`src/rtl/bcd_chain_counter.sv`:
```
// Cascaded modulo-MOD digit counter (default two-digit BCD 00..99)
// with clear, validated parallel load, up/down and wrap/tc flags.
module bcd_chain_counter #(
    parameter int DIGITS = 2,
    parameter int MOD    = 10
) (
    input  logic                  clk,
    input  logic                  rstn,
    input  logic                  en,
    input  logic                  up,
    input  logic                  clr,
    input  logic                  load,
    input  logic [4*DIGITS-1:0]   load_val,
    output logic [4*DIGITS-1:0]   cnt,
    output logic                  tc,
    output logic                  wrap,
    output logic                  load_err
);

    localparam logic [3:0] MAXD = 4'(MOD - 1);

    logic [DIGITS-1:0]   is_max;
    logic [DIGITS-1:0]   is_zero;
    logic [DIGITS-1:0]   bad;
    logic [DIGITS:0]     cup;
    logic [DIGITS:0]     cdn;
    logic [4*DIGITS-1:0] step_val;
    logic [4*DIGITS-1:0] ld_val;
    logic [3:0]          d;
    logic [3:0]          v;

    // cup/cdn[i]: every digit below i sits at its roll-over value
    always_comb begin
        is_max   = '0;
        is_zero  = '0;
        bad      = '0;
        cup      = '0;
        cdn      = '0;
        step_val = '0;
        ld_val   = '0;
        d        = '0;
        v        = '0;
        cup[0]   = 1'b1;
        cdn[0]   = 1'b1;
        for (int i = 0; i < DIGITS; i++) begin
            d          = cnt[4*i +: 4];
            v          = load_val[4*i +: 4];
            is_max[i]  = (d == MAXD);
            is_zero[i] = (d == 4'd0);
            cup[i+1]   = cup[i] & is_max[i];
            cdn[i+1]   = cdn[i] & is_zero[i];
            if (up) begin
                if (cup[i])
                    step_val[4*i +: 4] = is_max[i] ? 4'd0 : d + 4'd1;
                else
                    step_val[4*i +: 4] = d;
            end else begin
                if (cdn[i])
                    step_val[4*i +: 4] = is_zero[i] ? MAXD : d - 4'd1;
                else
                    step_val[4*i +: 4] = d;
            end
            bad[i]           = (v > MAXD);
            ld_val[4*i +: 4] = bad[i] ? 4'd0 : v;
        end
    end

    assign tc = up ? cup[DIGITS] : cdn[DIGITS];

    always_ff @(posedge clk or negedge rstn) begin
        if (!rstn) begin
            cnt      <= '0;
            wrap     <= 1'b0;
            load_err <= 1'b0;
        end else if (clr) begin
            cnt      <= '0;
            wrap     <= 1'b0;
            load_err <= 1'b0;
        end else if (load) begin
            cnt      <= ld_val;
            wrap     <= 1'b0;
            load_err <= |bad;
        end else if (en) begin
            cnt      <= step_val;
            wrap     <= tc;
            load_err <= 1'b0;
        end else begin
            wrap     <= 1'b0;
            load_err <= 1'b0;
        end
    end

endmodule
```
`config.mk`:
```
export PLATFORM = sky130hd
export DESIGN_NAME = bcd_chain_counter
export DESIGN_NICKNAME = d
export VERILOG_FILES = /design/src/rtl/bcd_chain_counter.sv
export SDC_FILE = /design/constraint.sdc
export NUM_CORES = 1
export LEC_CHECK = 0
export ABC_AREA = 1
export BUFFER_PORTS_ARGS = -buffer_cell sky130_fd_sc_hd__buf_2
export CORE_MARGIN = 2
export CORE_UTILIZATION = 46
export CTS_CLUSTER_SIZE = 20
export DETAILED_ROUTE_END_ITERATION = 16
export PLACE_DENSITY_LB_ADDON = 0.25
export SYNTH_ARGS = -nofsm -noshare
export SYNTH_HDL_FRONTEND = slang
export SYNTH_SLANG_ARGS = --single-unit
```
`constraint.sdc`:
```
create_clock -name clk -period 1.3 [get_ports clk]
set_input_delay 0.325 -clock clk [delete_from_list [all_inputs] [get_ports clk]]
set_output_delay 0.325 -clock clk [all_outputs]
set_load 0.03 [all_outputs]
```
* Word level (Yosys, flattened, before mapping)
Cells that the tools add are included.
** Cells by class
- Add/sub/neg operators :: 4
- $lt $le $gt $ge :: 2
- Eq/ne operators :: 3
- Muxes and demuxes :: 19
- Bitwise gates (word level) :: 2
- Reduce and logical (&&, ||, !) cells :: 6
** Operators with widths (number)
- 2-to-1 mux 4 bit :: 10
- 2-to-1 mux 8 bit :: 3
- adder 4 x 1 -> 4 bit (second input constant) :: 2
- equality test 4 bit (second input constant) :: 2
- greater-than comparator 4 bit (second input constant) :: 2
- logical NOT 4 bit :: 2
- subtractor 4 x 1 -> 4 bit (second input constant) :: 2
- 2-to-1 mux 1 bit :: 6
- inequality test 4 x 1 -> 1 bit (second input constant) :: 1
- nonzero test 4 bit :: 1
- AND reduction 3 bit :: 1
- nonzero test 3 bit :: 1
- AND 1 bit :: 2
- OR reduction 2 bit :: 1
** Word-level totals
- Bits in registers :: 10
- Input bits :: 14
- Output and inout port bits :: 11
- Word-level logic and storage cells :: 40

* Longest topological paths before layout
- Depth after elaboration :: 7
- Depth in mapped cells :: 11
- Gate-level depth less buffers :: 11

* Worst setup path after synthesis
Ideal clock, no wire load.
- Kind :: register to output
- From :: register cnt[0]
- To :: output tc
- Arrival time :: 1.395 ns
- Data required time :: 0.975 ns
- Setup slack :: -0.420 ns
- Cell stages (with the launch flop) :: 5
- Buffers on the path :: 0
- Cells stage by stage :: dfrtp_1 inv_1 ha_1 nand3_1 o22ai_2
** Between the ends
- Word-level cells in the longest chain between the ends :: 3
- Elaborated cells between the ends (all ways) :: 5
- Classes of those cells :: eq/ne (1); mux (1); bitwise (2); reduce/logical (1)
** RTL lines
- start, declared :: RTL line 14 : output logic [4*DIGITS-1:0] cnt,
- start signal, assigned :: RTL line 80 : cnt <= ld_val;
- start signal, assigned :: RTL line 84 : cnt <= step_val;
- equality test 4 bit or logical NOT 4 bit (tied branches) :: RTL line 48, 49
- AND 1 bit, on equally long branches :: RTL line 50, 51
- 2-to-1 mux 1 bit * :: RTL line 68 : assign tc = up ? cup[DIGITS] : cdn[DIGITS];
- end, declared :: RTL line 15 : output logic tc,
Mark *: on every way between the ends. The rest lies on a longest branch, timed or not.

* Worst setup path after layout
Same ends and word-level chain as after synthesis.

==> impl_metrics.csv <==
group,metric,value,unit
run_status,run_status,"complete, but fails checks",
run_status,failed_checks,"setup timing",
timing,min_period_over_period,137,%
floorplanning,std_cell_rows,15,
grt,grt_antenna_before_repair,0,
logic_synthesis,ys_dominant_reg_cell,"sky130_fd_sc_hd__dfrtp_1",
grt,groute.usage.overall,34.4,%
logic_synthesis,synthCells,139,
setup_path,worst-endpoint-required,0.98,ns
timing,worstMarginPinSlew,0.364,ns
logic_synthesis,yosys.area.top_type_share,28.5,%
worst_hold_path,min_delay_worst_endpoint,"wrap$_DFF_PN0_",
routing,drtAntennaViolNets,0,
place,place_worst_setup_slack,-0.161,ns
grt,global_route.overflow_total,0,
setup_path,worst-r2r-cell-count,13,
cells_and_area,final_util,90.4,%
logic_synthesis,syn_area,877,µm²
logic_synthesis,net_count_after_synthesis,156,
logic_synthesis,synth.lib_cells_used.distinct,22,
cells_and_area,stdcell_area,1590,µm²
logic_synthesis,ys_ff_latch,10,
clock_network,cts-htree-levels,1,
power,comb_power_share,54.1,%
setup_path,worst-r2r-setup-slack,-0.39,ns
power,share_of_power_burned_in_registers,26.0,%
floorplanning,core,1760,µm²
job,maxCapViolCount,0,
setup_path,worst-path-max-fanout,3,
cells_and_area,area.growth.synth_to_final,81.7,%
clock_network,cts_tree,"built",
clock_network,tritoncts_num_sinks,10,
worst_hold_path,min_path_type,"in -> reg",
clock_network,cts-root-buf,"sky130_fd_sc_hd__clkbuf_4",
logic_synthesis,synth_edf_count,0,
floorplanning,dieHeight,47.7,µm
logic_synthesis,yosysWarningCount,0,
timing,clock_skew,0.00870,ns
logic_synthesis,ys_seq_area_share,28.5,%
place,portBuffers,24,
power,power.total,0.00146,W
timing,setup_repair_after_global_routing_missed_its_margin,"yes",
power,pwr_density_cell,917,nW/µm²
cells_and_area,final_nets,223,
place,placed_area,1310,µm²
setup_path,worst_r2r_endpoint,"cnt[7]$_DFFE_PN0P_",
worst_hold_path,worst_hold_path.num_cells,3,
routing,postRouteWirelength,4160,µm
timing,timing_hold_violations_final,0,
setup_path,end_kind,"primary output",
routing,drt_pre_antenna_iters,5,
logic_synthesis,synth_async_sr_flop_share,100,%
power,pwr-share-clk,19.9,%
cells_and_area,final.fill_count,84,
timing,timing.final.ws_setup,-0.475,ns
setup_path,critical_path.startpoint_type,"register",
setup_path,worst-endpoint-arrival,1.45,ns
routing,avgRoutedWirePerCell,18.1,µm
setup_path,setup.worst_path.class,"reg -> out",
timing,setup_violations,14,
cells_and_area,insertedDiodeCount,0,
power,power.switching,0.000605,W
floorplanning,floorplan.io_pins,25,
place,hpwlAfterDp,2180,µm
floorplanning,design.die.area,2270,µm²
timing,fmax,0.563,GHz
routing,via_count,1387,
timing,report.final.slew_viol_count,0,
grt,grt_start_max_net_pins,11,
power,switching_share,41.3,%
grt,vias_in_the_first_global_route,1198,
clock_network,clk_transition_reported_paths,0.08,ns
logic_synthesis,synth.top_cells.by_area,"sky130_fd_sc_hd__dfrtp_1 (29%), sky130_fd_sc_hd__nand2_1 (21%), sky130_fd_sc_hd__nand3_1 (9.1%)",
routing,drt-initial-drc-count,88,
routing,detail_route.vias_per_cell,6.03,
power,power_report.internal_total,0.000858,W
logic_synthesis,leading_area_contributor_after_synthesis,"sky130_fd_sc_hd__dfrtp_1",
cells_and_area,final_layout_size_suffix_gt1_share,51.2,%
clock_network,cts_max_path_buffers,2,
timing,relative_slew_slack,75.5,%
floorplanning,die-width,47.7,µm
timing,final_critical_path_required_period,1.78,ns
logic_synthesis,ys_top_cells_by_count,"sky130_fd_sc_hd__nand2_1 (48), sky130_fd_sc_hd__nand3_1 (16), sky130_fd_sc_hd__inv_1 (14)",
routing,post-route-drc-count,0,
clock_network,cts-buffers-inserted,3,
floorplanning,initial_utilization,49.7,%
place,final_estimated_routing_congestion_in_global_placement,0.855,
grt,grt_pass1_wl,5290,µm
clock_network,insertion_delay,0.27,ns
worst_hold_path,hp-start,"en",
power,leakage_power,0.817,nW
setup_path,startpoint_of_the_lowest_slack_register_to_register_path,"cnt[1]$_DFFE_PN0P_",
logic_synthesis,synth.most_common_cell,"sky130_fd_sc_hd__nand2_1",
logic_synthesis,post_synth.cell_area_avg,6.31,µm²
power,vdd.ir_drop.worst,0.871,mV
## power groups by stage
stage          logic [W]  registers (W)  clock network, W
3_5_place_dp    0.000586       0.000375                 0
4_1_cts         0.000667       0.000371          0.000289
6_report        0.000791       0.000380          0.000291
3_3_place_gp    0.000567       0.000373                 0
5_1_grt         0.000835       0.000381          0.000300
2_1_floorplan   0.000269       0.000450                 0
## through the flow
step	TNS (ns)	instances	hold WS (ns)
floorplan	-0.377	139	0.0294
global placement	-0.236	215	0.198
detailed placement	-0.473	215	0.202
CTS	-1.30	223	0.299
global route	-3.53	230	0.308
finish	-3.18	230	0.302
## cell families after synthesis
group,count (synthesis),synth area share (%)
buffers and inverters,20,8.70
AOI/OAI and AO/OA,18,12.1
and+or+nand+nor,88,46.4
DFF,10,28.5
adders and majority gates,3,4.28
## area by class of cell
class	instances	area, µm²	share of cell area, %
inverters	19	78.8	4.95
repair buffers	63	509	31.9
well taps	25	31.3	1.96
flip-flops and latches	10	258	16.2
multi-input cells	109	681	42.7
clock buffers	4	36.3	2.28
## worst max-delay path, stage by stage, from the launching register on
cell	delay, ns
sky130_fd_sc_hd__dfrtp_2	0.45
sky130_fd_sc_hd__inv_2	0.10
sky130_fd_sc_hd__ha_4	0.16
sky130_fd_sc_hd__nand3_4	0.09
sky130_fd_sc_hd__o22ai_4	0.21
sky130_fd_sc_hd__buf_6	0.16
## registers in the layout, summed over array words and instances (netlist names)
signal	count
cnt	8
load_err	1
wrap	1
## routing by layer
metal / wire (µm) / global-route usage (%) / up-vias
met2: 1960 / 58.9 / 122
li1: - / - / 593
met4: 249 / 15.7 / 0
met5: 0 / 0 / -
met1: 1480 / 42.1 / 636
met3: 470 / 5.66 / 36
## layout by cell type (no fill, tap or decap), types with 4 or more instances in the layout
master and n:
sky130_fd_sc_hd__nand4_1 5, sky130_fd_sc_hd__buf_4 28, sky130_fd_sc_hd__inv_1 12, sky130_fd_sc_hd__nor2_2 6, sky130_fd_sc_hd__buf_6 19, sky130_fd_sc_hd__dfrtp_2 6, sky130_fd_sc_hd__inv_2 4, sky130_fd_sc_hd__buf_2 15
sky130_fd_sc_hd__dfrtp_1 4, sky130_fd_sc_hd__nand3_1 12, sky130_fd_sc_hd__a21oi_1 7, sky130_fd_sc_hd__nand2_1 44, sky130_fd_sc_hd__nand3_2 4, sky130_fd_sc_hd__nor2_1 5
## timing repair
action,4_1_cts,5_1_grt
buffers inserted,5,7
endpoints found under the hold margin,10,0
setup endpoints to repair,15,17
hold buffers,1,0
resized for setup,33,14
pin swaps,8,13
## worst max-delay path by stage
| stage | start | endpoint | slack, ns | depth (start not counted) |
|---|---|---|---|---|
| 6_report | cnt[0]$_DFFE_PN0P_ | tc | -0.48 | 5 |
| 5_1_grt | cnt[0]$_DFFE_PN0P_ | tc | -0.50 | 5 |
| 4_1_cts | cnt[1]$_DFFE_PN0P_ | tc | -0.40 | 7 |
| 3_5_place_dp | cnt[1]$_DFFE_PN0P_ | tc | -0.16 | 7 |
| 3_3_place_gp | cnt[0]$_DFFE_PN0P_ | tc | -0.13 | 5 |
| 2_1_floorplan | cnt[0]$_DFFE_PN0P_ | tc | -0.19 | 4 |
Power figures use the tool's default switching activity.
